**src/rtl/repair_pkg.sv**
```systemverilog
// repair_pkg: shared FSM states, default sizes and address field widths for repair_alloc
package repair_pkg;
  typedef enum logic [1:0] {IDLE, COLLECT, DONE, OVF} state_e;
  localparam int SEL_W = 6;
  localparam int ROW_W = 10;
  localparam int NENT_DEF = 8;
  localparam int AW_DEF = SEL_W + ROW_W;
endpackage

```
**src/rtl/repair_cam.sv**
```systemverilog
// repair_cam: spare remap entry registers with lowest-index address match encoder
module repair_cam #(
  parameter int NENT = 8,
  parameter int AW = 16
) (
  input  logic                    clk,
  input  logic                    clr_i,
  input  logic                    we_i,
  input  logic [$clog2(NENT)-1:0] widx_i,
  input  logic [AW-1:0]           wdata_i,
  input  logic [AW-1:0]           cmp_i,
  output logic                    hit_o,
  output logic [$clog2(NENT)-1:0] idx_o
);
  localparam int IW = $clog2(NENT);
  logic [AW-1:0] addr_q [NENT];
  logic [NENT-1:0] vld_q;
  always_ff @(posedge clk)
    if (clr_i) vld_q <= '0;
    else if (we_i) begin
      vld_q[widx_i] <= 1'b1;
      addr_q[widx_i] <= wdata_i;
    end
  // scanning downward lets the lowest matching index overwrite the rest
  always_comb begin
    hit_o = 1'b0;
    idx_o = '0;
    for (int i = NENT - 1; i >= 0; i--)
      if (vld_q[i] && addr_q[i] == cmp_i) begin
        hit_o = 1'b1;
        idx_o = IW'(i);
      end
  end
endmodule

```
**src/rtl/repair_alloc.sv**
```systemverilog
// repair_alloc: collects BIST fault addresses into spare remap entries and serves host lookups
// Optional REPAIR_ALLOC_DEDUP_EN drops faults already present in the table.
module repair_alloc
  import repair_pkg::*;
#(
  parameter int NENT = NENT_DEF,
  parameter int AW = AW_DEF
) (
  input  logic                      CLK,
  input  logic                      RSTN,
  input  logic                      BIST_EN,
  input  logic                      BIST_DONE,
  input  logic                      FAIL_VALID,
  input  logic [AW-1:0]             FAIL_ADDR,
  output logic                      FAIL_READY,
  input  logic                      LK_VALID,
  input  logic [AW-1:0]             LK_ADDR,
  output logic                      LK_HIT,
  output logic [$clog2(NENT)-1:0]   LK_IDX,
  output logic [$clog2(NENT+1)-1:0] REPAIR_CNT,
  output logic                      REPAIR_OK,
  output logic                      REPAIR_FAIL
);
  localparam int IW = $clog2(NENT);
  localparam int CW = $clog2(NENT + 1);
  state_e state_q;
  logic en_q, lk_hit_q;
  logic [IW-1:0] lk_idx_q;
  logic [CW-1:0] cnt_q;
  logic cam_hit, dup, rise, acc, take, full, wr, clr, lk_now;
  logic [IW-1:0] cam_idx;
  assign rise = BIST_EN & ~en_q;
  assign acc = FAIL_VALID & FAIL_READY;
`ifdef REPAIR_ALLOC_DEDUP_EN
  assign dup = cam_hit;
`else
  assign dup = 1'b0;
`endif
  assign take = acc & ~dup;
  assign full = cnt_q == CW'(NENT);
  assign wr = take & ~full;
  assign clr = ~RSTN | (rise & (state_q != COLLECT));
  assign lk_now = LK_VALID & (state_q == DONE) & cam_hit;
  // one comparator bank: faults use it while collecting, lookups otherwise
  repair_cam #(.NENT(NENT), .AW(AW)) u_cam (
    .clk(CLK),
    .clr_i(clr),
    .we_i(wr),
    .widx_i(cnt_q[IW-1:0]),
    .wdata_i(FAIL_ADDR),
    .cmp_i(state_q == COLLECT ? FAIL_ADDR : LK_ADDR),
    .hit_o(cam_hit),
    .idx_o(cam_idx)
  );
  always_ff @(posedge CLK)
    if (!RSTN) begin
      state_q <= IDLE;
      en_q <= 1'b0;
      cnt_q <= '0;
      lk_hit_q <= 1'b0;
      lk_idx_q <= '0;
    end else begin
      en_q <= BIST_EN;
      lk_hit_q <= lk_now;
      lk_idx_q <= lk_now ? cam_idx : '0;
      if (state_q == COLLECT) begin
        if (wr) cnt_q <= cnt_q + CW'(1);
        state_q <= (take && full) ? OVF : BIST_DONE ? DONE : !BIST_EN ? IDLE : COLLECT;
      end else if (rise) begin
        cnt_q <= '0;
        state_q <= COLLECT;
      end
    end
  assign FAIL_READY = state_q == COLLECT;
  assign REPAIR_OK = state_q == DONE;
  assign REPAIR_FAIL = state_q == OVF;
  assign REPAIR_CNT = cnt_q;
  assign LK_HIT = lk_hit_q;
  assign LK_IDX = lk_idx_q;
endmodule

```
**config.mk**
```make
export PLATFORM = sky130hd
export DESIGN_NAME = repair_alloc
export DESIGN_NICKNAME = d
export VERILOG_FILES = /design/src/rtl/repair_pkg.sv /design/src/rtl/repair_cam.sv /design/src/rtl/repair_alloc.sv
export SDC_FILE = /design/constraint.sdc
export NUM_CORES = 1
export LEC_CHECK = 0
export CAP_MARGIN = 20
export CELL_PAD_IN_SITES_DETAIL_PLACEMENT = 1
export CELL_PAD_IN_SITES_GLOBAL_PLACEMENT = 2
export CORE_MARGIN = 3
export CORE_UTILIZATION = 44
export CTS_CLUSTER_DIAMETER = 60
export DETAILED_ROUTE_END_ITERATION = 6
export PLACE_DENSITY = 0.86
export SYNTH_ARGS = -nofsm -noshare
export SYNTH_HDL_FRONTEND = slang
export SYNTH_SLANG_ARGS = --single-unit
```
**constraint.sdc**
```tcl
create_clock -name CLK -period 5.6 [get_ports CLK]
set_input_delay 1.12 -clock CLK [delete_from_list [all_inputs] [get_ports CLK]]
set_output_delay 1.12 -clock CLK [all_outputs]
set_load 0.05 [all_outputs]
```
==> results of run 1 <==
-- final timing paths --
kind / slack (ps) / end / start
setup / recovery: 1770 / LK_HIT / FAIL_ADDR[6]
hold / removal: 460 / u_cam.vld_q[6] / u_cam.vld_q[6]
setup reg to reg: 1900 / LK_IDX[0] / state_q[1]
hold reg to reg: 460 / u_cam.vld_q[6] / u_cam.vld_q[6]
-- power breakdown --
part | switching (W) | internal, W | total (W)
sequential | 0.00000379 | 0.00119 | 0.00120
clock | 0.000462 | 0.000654 | 0.00112
combinational | 0.000200 | 0.000114 | 0.000314
total | 0.000666 | 0.00196 | 0.00263
-- cell usage after synthesis (all sizes together) (5+ instances only) --
cell type	n	area share
nor2	24	0.012
a211oi	7	0.0076
o31a	5	0.0058
o22ai	15	0.012
xnor2	70	0.081
inv	43	0.021
nand4	11	0.0091
o2bb2ai	5	0.0058
o21ai	16	0.011
a31oi	6	0.0050
nor4	17	0.015
mux2i	16	0.034
xor2	41	0.048
a21oi	14	0.0093
buf	10	0.0098
nand2b	11	0.0091
nand2	15	0.0075
nor2b	17	0.014
nand3	12	0.0080
nor3	17	0.011
a221oi	11	0.013
a21o	8	0.0080
dfxtp	19	0.050
o221ai	7	0.0081
a2111oi	5	0.0058
clkbuf	19	0.0094
edfxtp	128	0.51
-- layout by cell type (no fill, tap or decap), types with 16 or more instances in the layout --
cell,instances
dfxtp_1,19
clkdlybuf4s50_1,48
o21ai_0,16
nor2_1,24
inv_1,43
nor2b_1,17
clkbuf_16,17
xor2_1,41
edfxtp_1,128
xnor2_1,70
-- sequential cells by signal, summed over array words and instances (netlist names) --
| signal | cells |
|---|---|
| en_q | 1 |
| u_cam.addr_q | 128 |
| u_cam.vld_q | 8 |
| REPAIR_CNT | 4 |
| state_q | 2 |
| LK_IDX | 3 |
| LK_HIT | 1 |
-- kinds of logic after synthesis --
family | share of synthesized area
buffers and inverters | 0.0406
multiplexers | 0.0336
XOR/XNOR | 0.129
flip-flops | 0.559
AND/OR/NAND/NOR | 0.108
adder cells (fa/ha/maj) | 0.00331
AO/OA/AOI/OAI | 0.126
-- worst max-delay path, cell delays in order --
cell             delay [ps]
clkdlybuf4s50_1         910
xnor2_1                 350
nand2_1                 140
o22ai_1                  80
o21ai_0                 590
o21bai_1                250
nor4_1                  590
nor2_1                  100
-- area by class of cell --
cell class                 count  share of cell area
sequential                   147               0.475
clock inverter                12              0.0153
multi-input combinational    407               0.344
clock buffer                  19              0.0487
tap                          220              0.0310
timing repair buffer          63              0.0681
inverter                      43              0.0182
-- metal layers --
metal | global-route usage | up-vias | part of all wire
met5 | 0 | - | 0
met3 | 0.0474 | 43 | 0.061
met2 | 0.442 | 229 | 0.49
met1 | 0.380 | 2808 | 0.43
li1 | - | 2434 | -
met4 | 0.0965 | 0 | 0.024
-- stage by stage --
step | hold slack [ps] | instance area [µm²] | util | instances | setup slack, ps
detailed placement | 439 | 8320 | 0.498 | 880 | 1320
CTS | 464 | 8890 | 0.532 | 911 | 1750
global placement | 431 | 8320 | 0.498 | 880 | 1390
global route | 480 | 8890 | 0.532 | 911 | 1510
finish | 462 | 8890 | 0.532 | 911 | 1770
floorplan | 418 | 7550 | - | 626 | 1950
==> results.md, run 1 <==
* GRT Residual Overflow at 0
* Slew headroom at 0.368
* Pwr Total at 0.00263 W
* Drt drc at 0
* Post-synthesis async set-or-reset flop share at 0
* Routed Antenna Nets at 0
* First-pass GRT wire length at 36900 µm
* Synth Register Bits at 147
* Unrepaired setup endpoints after global routing: no
* Initial core utilization at 0.452
* Synth Area per Inst at 12.1 µm²
* Hold Crit Class: flip-flop to flip-flop
* Ys flop type: edfxtp_1
* Antenna violations before repair at 0
* CTS tree: done
* FF+latch area at 0.00422 mm²
* Hold Buf Count CTS at 0
* Placer Congestion at 0.940
* Initial DRT Pass Iterations at 5
* Minimum clock period at 3830 ps
* Net Count, Synth at 666
* Post-synthesis sequential area ratio at 0.559
* Layout cells sized above 1 at 0.104
* Vias/cell at 6.05
* I/O pin total at 49
* Hold depth at 1
* Fin. Hold Viols at 0
* CTS sink cnt at 147
* Peak VDD IR at 0.257 mV
* Critical Path Sink Type: flip-flop
* Iter 0 DRT Violations at 582
* Vias in the first global route at 5651
* Outcome: finished, final reports clean
* Max H-tree Level at 4
* Max Clock Freq at 261 MHz
* Synth cell types at 61
* Setup Buffers After CTS at 0
* Setup TNS Final at 0 ps
* WP data required at 5900 ps
* Critical path type: input pin to flip-flop
* All-Layer GR Usage at 0.276
* Post-synth EDFFs at 128
* Vias at 5514
* CTS Root Cell: clkbuf_16
* Clk Latency, worst-skew pair at 430 ps
* Syn Inst Count at 626
* Leakage at 3.00 nW
* Max-slew violations at 0
* Worst-path clk slew at 60 ps
* Row count at 47
* Core area at 0.0167 mm²
* Detailed placer's ending HPWL at 17400 µm
* Setup violations, final at 0
* Clock Path Buffers at 2
* Period utilization at 0.684
* Worst-Margin Slew at 945 ps
* Clock skew at 10.7 ps
* Area delta synth->final at 17.7%
* R2r worst-path depth at 10
* Post-layout net count at 719
* Port buffer count at 48
* Die area at 0.0188 mm²
* Die width at 137 µm
* Synth Cell Area at 0.00755 mm²
* CP Launch Type: input pin
* Final wirelength at 24900 µm
* Combined area of the multi-input logic cells at 0.00306 mm²
* Diodes inserted at 0
* Cts repair resizes at 0
* Pwr/cell area at 296 mW/mm²
* Wire length per cell at 27.4 µm
* Largest fanout on the critical path at 13
* CTS Buf Count at 17
* Crit path arrival time at 4140 ps
* Fillers at 1737
* Syn. warnings at 0
* Total of max-cap violations at 0
* Die height at 137 µm
* Pin count of the biggest net entering global routing at 39
Note: power is estimated with default switching activity, not from simulation.
==> run 2, diff against run 1 <==
--- a/config.mk
+++ b/config.mk
@@ -9,10 +9,10 @@
 export CELL_PAD_IN_SITES_DETAIL_PLACEMENT = 1
 export CELL_PAD_IN_SITES_GLOBAL_PLACEMENT = 2
 export CORE_MARGIN = 3
-export CORE_UTILIZATION = 44
+export CORE_UTILIZATION = 37
 export CTS_CLUSTER_DIAMETER = 60
 export DETAILED_ROUTE_END_ITERATION = 6
-export PLACE_DENSITY = 0.86
+export PLACE_DENSITY = 0.77
 export SYNTH_ARGS = -nofsm -noshare
 export SYNTH_HDL_FRONTEND = slang
 export SYNTH_SLANG_ARGS = --single-unit
==> constraint.sdc (replaced) <==
create_clock -name CLK -period 3.4 [get_ports CLK]
set_input_delay 0.68 -clock CLK [delete_from_list [all_inputs] [get_ports CLK]]
set_output_delay 0.68 -clock CLK [all_outputs]
set_load 0.05 [all_outputs]
==> run 2 against run 1 <==
  * Register-to-register slack got worse by 1600 ps
  * Clock skew rose by 3.6 ps
  * Via count rose by 4.7%
  * Worst hold slack barely moved
  * Sequential cell count did not move
  * Final cell count rose by 11%
  * Utilization fell by 5.6 points
  * Clock power rose by 68%
==> results.md, run 2 (synthesis results as in run 1) <==
* Delay-heaviest family, CP: compound AO/OA/AOI/OAI gates
* Diodes inserted at 0 (unchanged)
* Layout Cells excl Fill at 1015 (+11%)
* Wire length per cell at 25.7 µm (-6.2%)
* Placer Congestion at 0.912 (-3.1%)
* Routed length on met1 at 11500 µm (+7.2%)
* CP Cell Sequence: clkdlybuf4s50_1, nor2b_1, a2111oi_0, o22ai_1, nor4_2, nand3_1, or2_0, a211o_1, a211oi_2
* Pin count of the biggest net entering global routing at 35 (-10%)
* CP peak stage delay at 690 ps (-220 ps)
* Port buffer count at 48 (unchanged)
* Crit path arrival time at 3440 ps (-700 ps)
* Commonest non-fill, non-tap cell in the layout: edfxtp_1
* CTS Root Cell: clkbuf_16
* Area delta synth->final at 24.7%
* Post-placement setup slack at -261 ps (-1580 ps)
* Hold depth at 1 (unchanged)
* Max H-tree Level at 4 (unchanged)
* Vias in the first global route at 6069 (+7.4%)
* Largest fanout on the critical path at 7 (-6)
* Total of max-cap violations at 0 (unchanged)
* Hold Crit Class: flip-flop to flip-flop
* CTS Buf Count at 17 (unchanged)
* Slew headroom at 0.476 (+0.108)
* Routed Antenna Nets at 0 (unchanged)
* Placed insts at 983 (+12%)
* Slowest CP cell: clkdlybuf4s50_1
* GRT Residual Overflow at 0 (unchanged)
* Post-layout net count at 777 (+8.1%)
* Worst path depth at 9 (+1)
* Met3 wire len at 1450 µm (-4.7%)
* CTS tree: done
* Met2 wire len at 12700 µm (+5.2%)
* Iter 0 DRT Violations at 456 (-22%)
* Critical Path Sink Type: flip-flop
* Clock Path Buffers at 2 (unchanged)
* Layout cells sized above 1 at 0.177 (+0.0731)
* Final wirelength at 26100 µm (+4.6%)
* CP Buf/Inv Count at 1 (unchanged)
* R2R Path Start: state_q[1]
* WP data required at 3750 ps (-2150 ps)
* Setup TNS Final at 0 ps (unchanged)
* Top Metal Used: met4
* Antenna violations before repair at 0 (unchanged)
* Most frequent cells in the layout: edfxtp_1, buf_4, xnor2_1
* Row count at 51 (+8.5%)
* Leakage at 3.30 nW (+10%)
* Fin. Hold Viols at 0 (unchanged)
* All-Layer GR Usage at 0.240 (-0.0360)
* Max FFs per register at 128 (unchanged)
* Setup WS post-layout at 316 ps (-1450 ps)
* Clk Latency, worst-skew pair at 440 ps (about the same)
* Worst-path clk slew at 60 ps (about the same)
* CP Launch Type: input pin
* Initial DRT Pass Iterations at 5 (unchanged)
* CTS sink cnt at 147 (unchanged)
* Vias/cell at 5.69 (-6.0%)
* Clock skew at 14.3 ps (+3.63 ps)
* Pwr Total at 0.00443 W (+69%)
* Post-layout util at 0.476 (-0.0561)
* Period utilization at 0.907
* Top reg by flops: u_cam.addr_q
* Pwr/cell area at 471 mW/mm² (+59%)
* Setup violations, final at 0 (unchanged)
* First-pass GRT wire length at 38800 µm (+5.1%)
* Min-delay src: u_cam.vld_q[1]
* Detailed placer's ending HPWL at 19600 µm (+13%)
* Vias at 5775 (+4.7%)
* Max Clock Freq at 324 MHz
* Worst-Margin Slew at 771 ps (-174 ps)
* Drt drc at 0 (unchanged)
* I/O pin total at 49 (unchanged)
* Die width at 149 µm (+8.7%)
* FF-to-FF setup slack at 320 ps (-1580 ps)
* Max-slew violations at 0 (unchanged)
* Critical path type: input pin to flip-flop
* Core area at 0.0198 mm² (+18%)
* Unrepaired setup endpoints after global routing: no
* Min-Delay Endpoint: u_cam.vld_q[1]
* Die height at 149 µm (+8.7%)
* R2r worst-path depth at 10 (unchanged)
* Critical R2R Capture: LK_HIT
* Initial core utilization at 0.382 (-0.0704)
* Outcome: finished, final reports clean
* Die area at 0.0222 mm² (+18%)
* Minimum clock period at 3080 ps
* Peak VDD IR at 0.369 mV (+44%)
==> run 2: cell count changes in the layout (fill, tap and decap cells not counted), moves of 2 or more <==
| cell | change |
|---|---|
| clkinv_1 | +2 |
| buf_4 | +58 |
| clkbuf_1 | -2 |
| inv_6 | +2 |
==> run 2: what timing repair did <==
item                       CTS  global route
setup endpoints to repair    0             1
hold buffers                 0             0
buffers inserted             0             0
resized for setup            0             1
==> run 2: per-layer routing <==
layer	track usage	up-vias
li1	-	2556
met4	0.0659	0
met2	0.401	189
met5	0	-
met3	0.0325	31
met1	0.329	2999
==> run 2: worst max-delay path by stage <==
| stage | startpoint | endpoint | slack [ps] |
|---|---|---|---|
| after floorplan | REPAIR_CNT[1] | u_cam.addr_q[1][0] | -50 |
| after global placement | FAIL_ADDR[10] | LK_IDX[0] | -160 |
| after detailed placement | FAIL_ADDR[10] | LK_IDX[0] | -260 |
| after CTS | state_q[1] | LK_IDX[0] | 140 |
| after global routing | FAIL_ADDR[0] | LK_IDX[0] | 110 |
| final | FAIL_ADDR[10] | LK_IDX[0] | 320 |
==> run 2: worst reg2reg max path: stages, from the launching register on <==
cell and delay [ps]:
dfxtp_1 310, nand2b_2 310, inv_1 540, buf_4 360, a211oi_1 90, a31oi_1 370, nor4_1 120, nand3_1 130
o21bai_1 120, nor4_1 490, nor2_1 110
==> run 2: area by class of cell <==
| type | count | area [µm²] |
|---|---|---|
| clock buffers | 17 | 425 |
| inverters | 43 | 161 |
| repair buffers | 121 | 1050 |
| clock inverters | 15 | 156 |
| multi-input cells | 407 | 3070 |
| flip-flops and latches | 147 | 4220 |
| fillers | 2106 | 10400 |
| well taps | 265 | 332 |
==> run 2: where the power goes <==
| part | internal, W | total [W] | switching (W) |
|---|---|---|---|
| clock network | 0.00108 | 0.00188 | 0.000796 |
| registers | 0.00197 | 0.00197 | 0.00000544 |
| logic | 0.000239 | 0.000581 | 0.000342 |
| total | 0.00329 | 0.00443 | 0.00114 |
==> run 2: through the flow <==
stage               instance area (µm²)  hold slack (ps)
finish                             9420              461
global route                       9420              484
CTS                                9410              460
detailed placement                 8830              445
global placement                   8830              432
floorplan                          7560              418
==> run 3, diff against run 2 <==
--- a/config.mk
+++ b/config.mk
@@ -5,6 +5,7 @@
 export SDC_FILE = /design/constraint.sdc
 export NUM_CORES = 1
 export LEC_CHECK = 0
+export ABC_CLOCK_PERIOD_IN_PS = 3400
 export CAP_MARGIN = 20
 export CELL_PAD_IN_SITES_DETAIL_PLACEMENT = 1
 export CELL_PAD_IN_SITES_GLOBAL_PLACEMENT = 2
==> results of run 3 <==
Same layout as run 2: the final DEF is identical, and so are final timing and power.
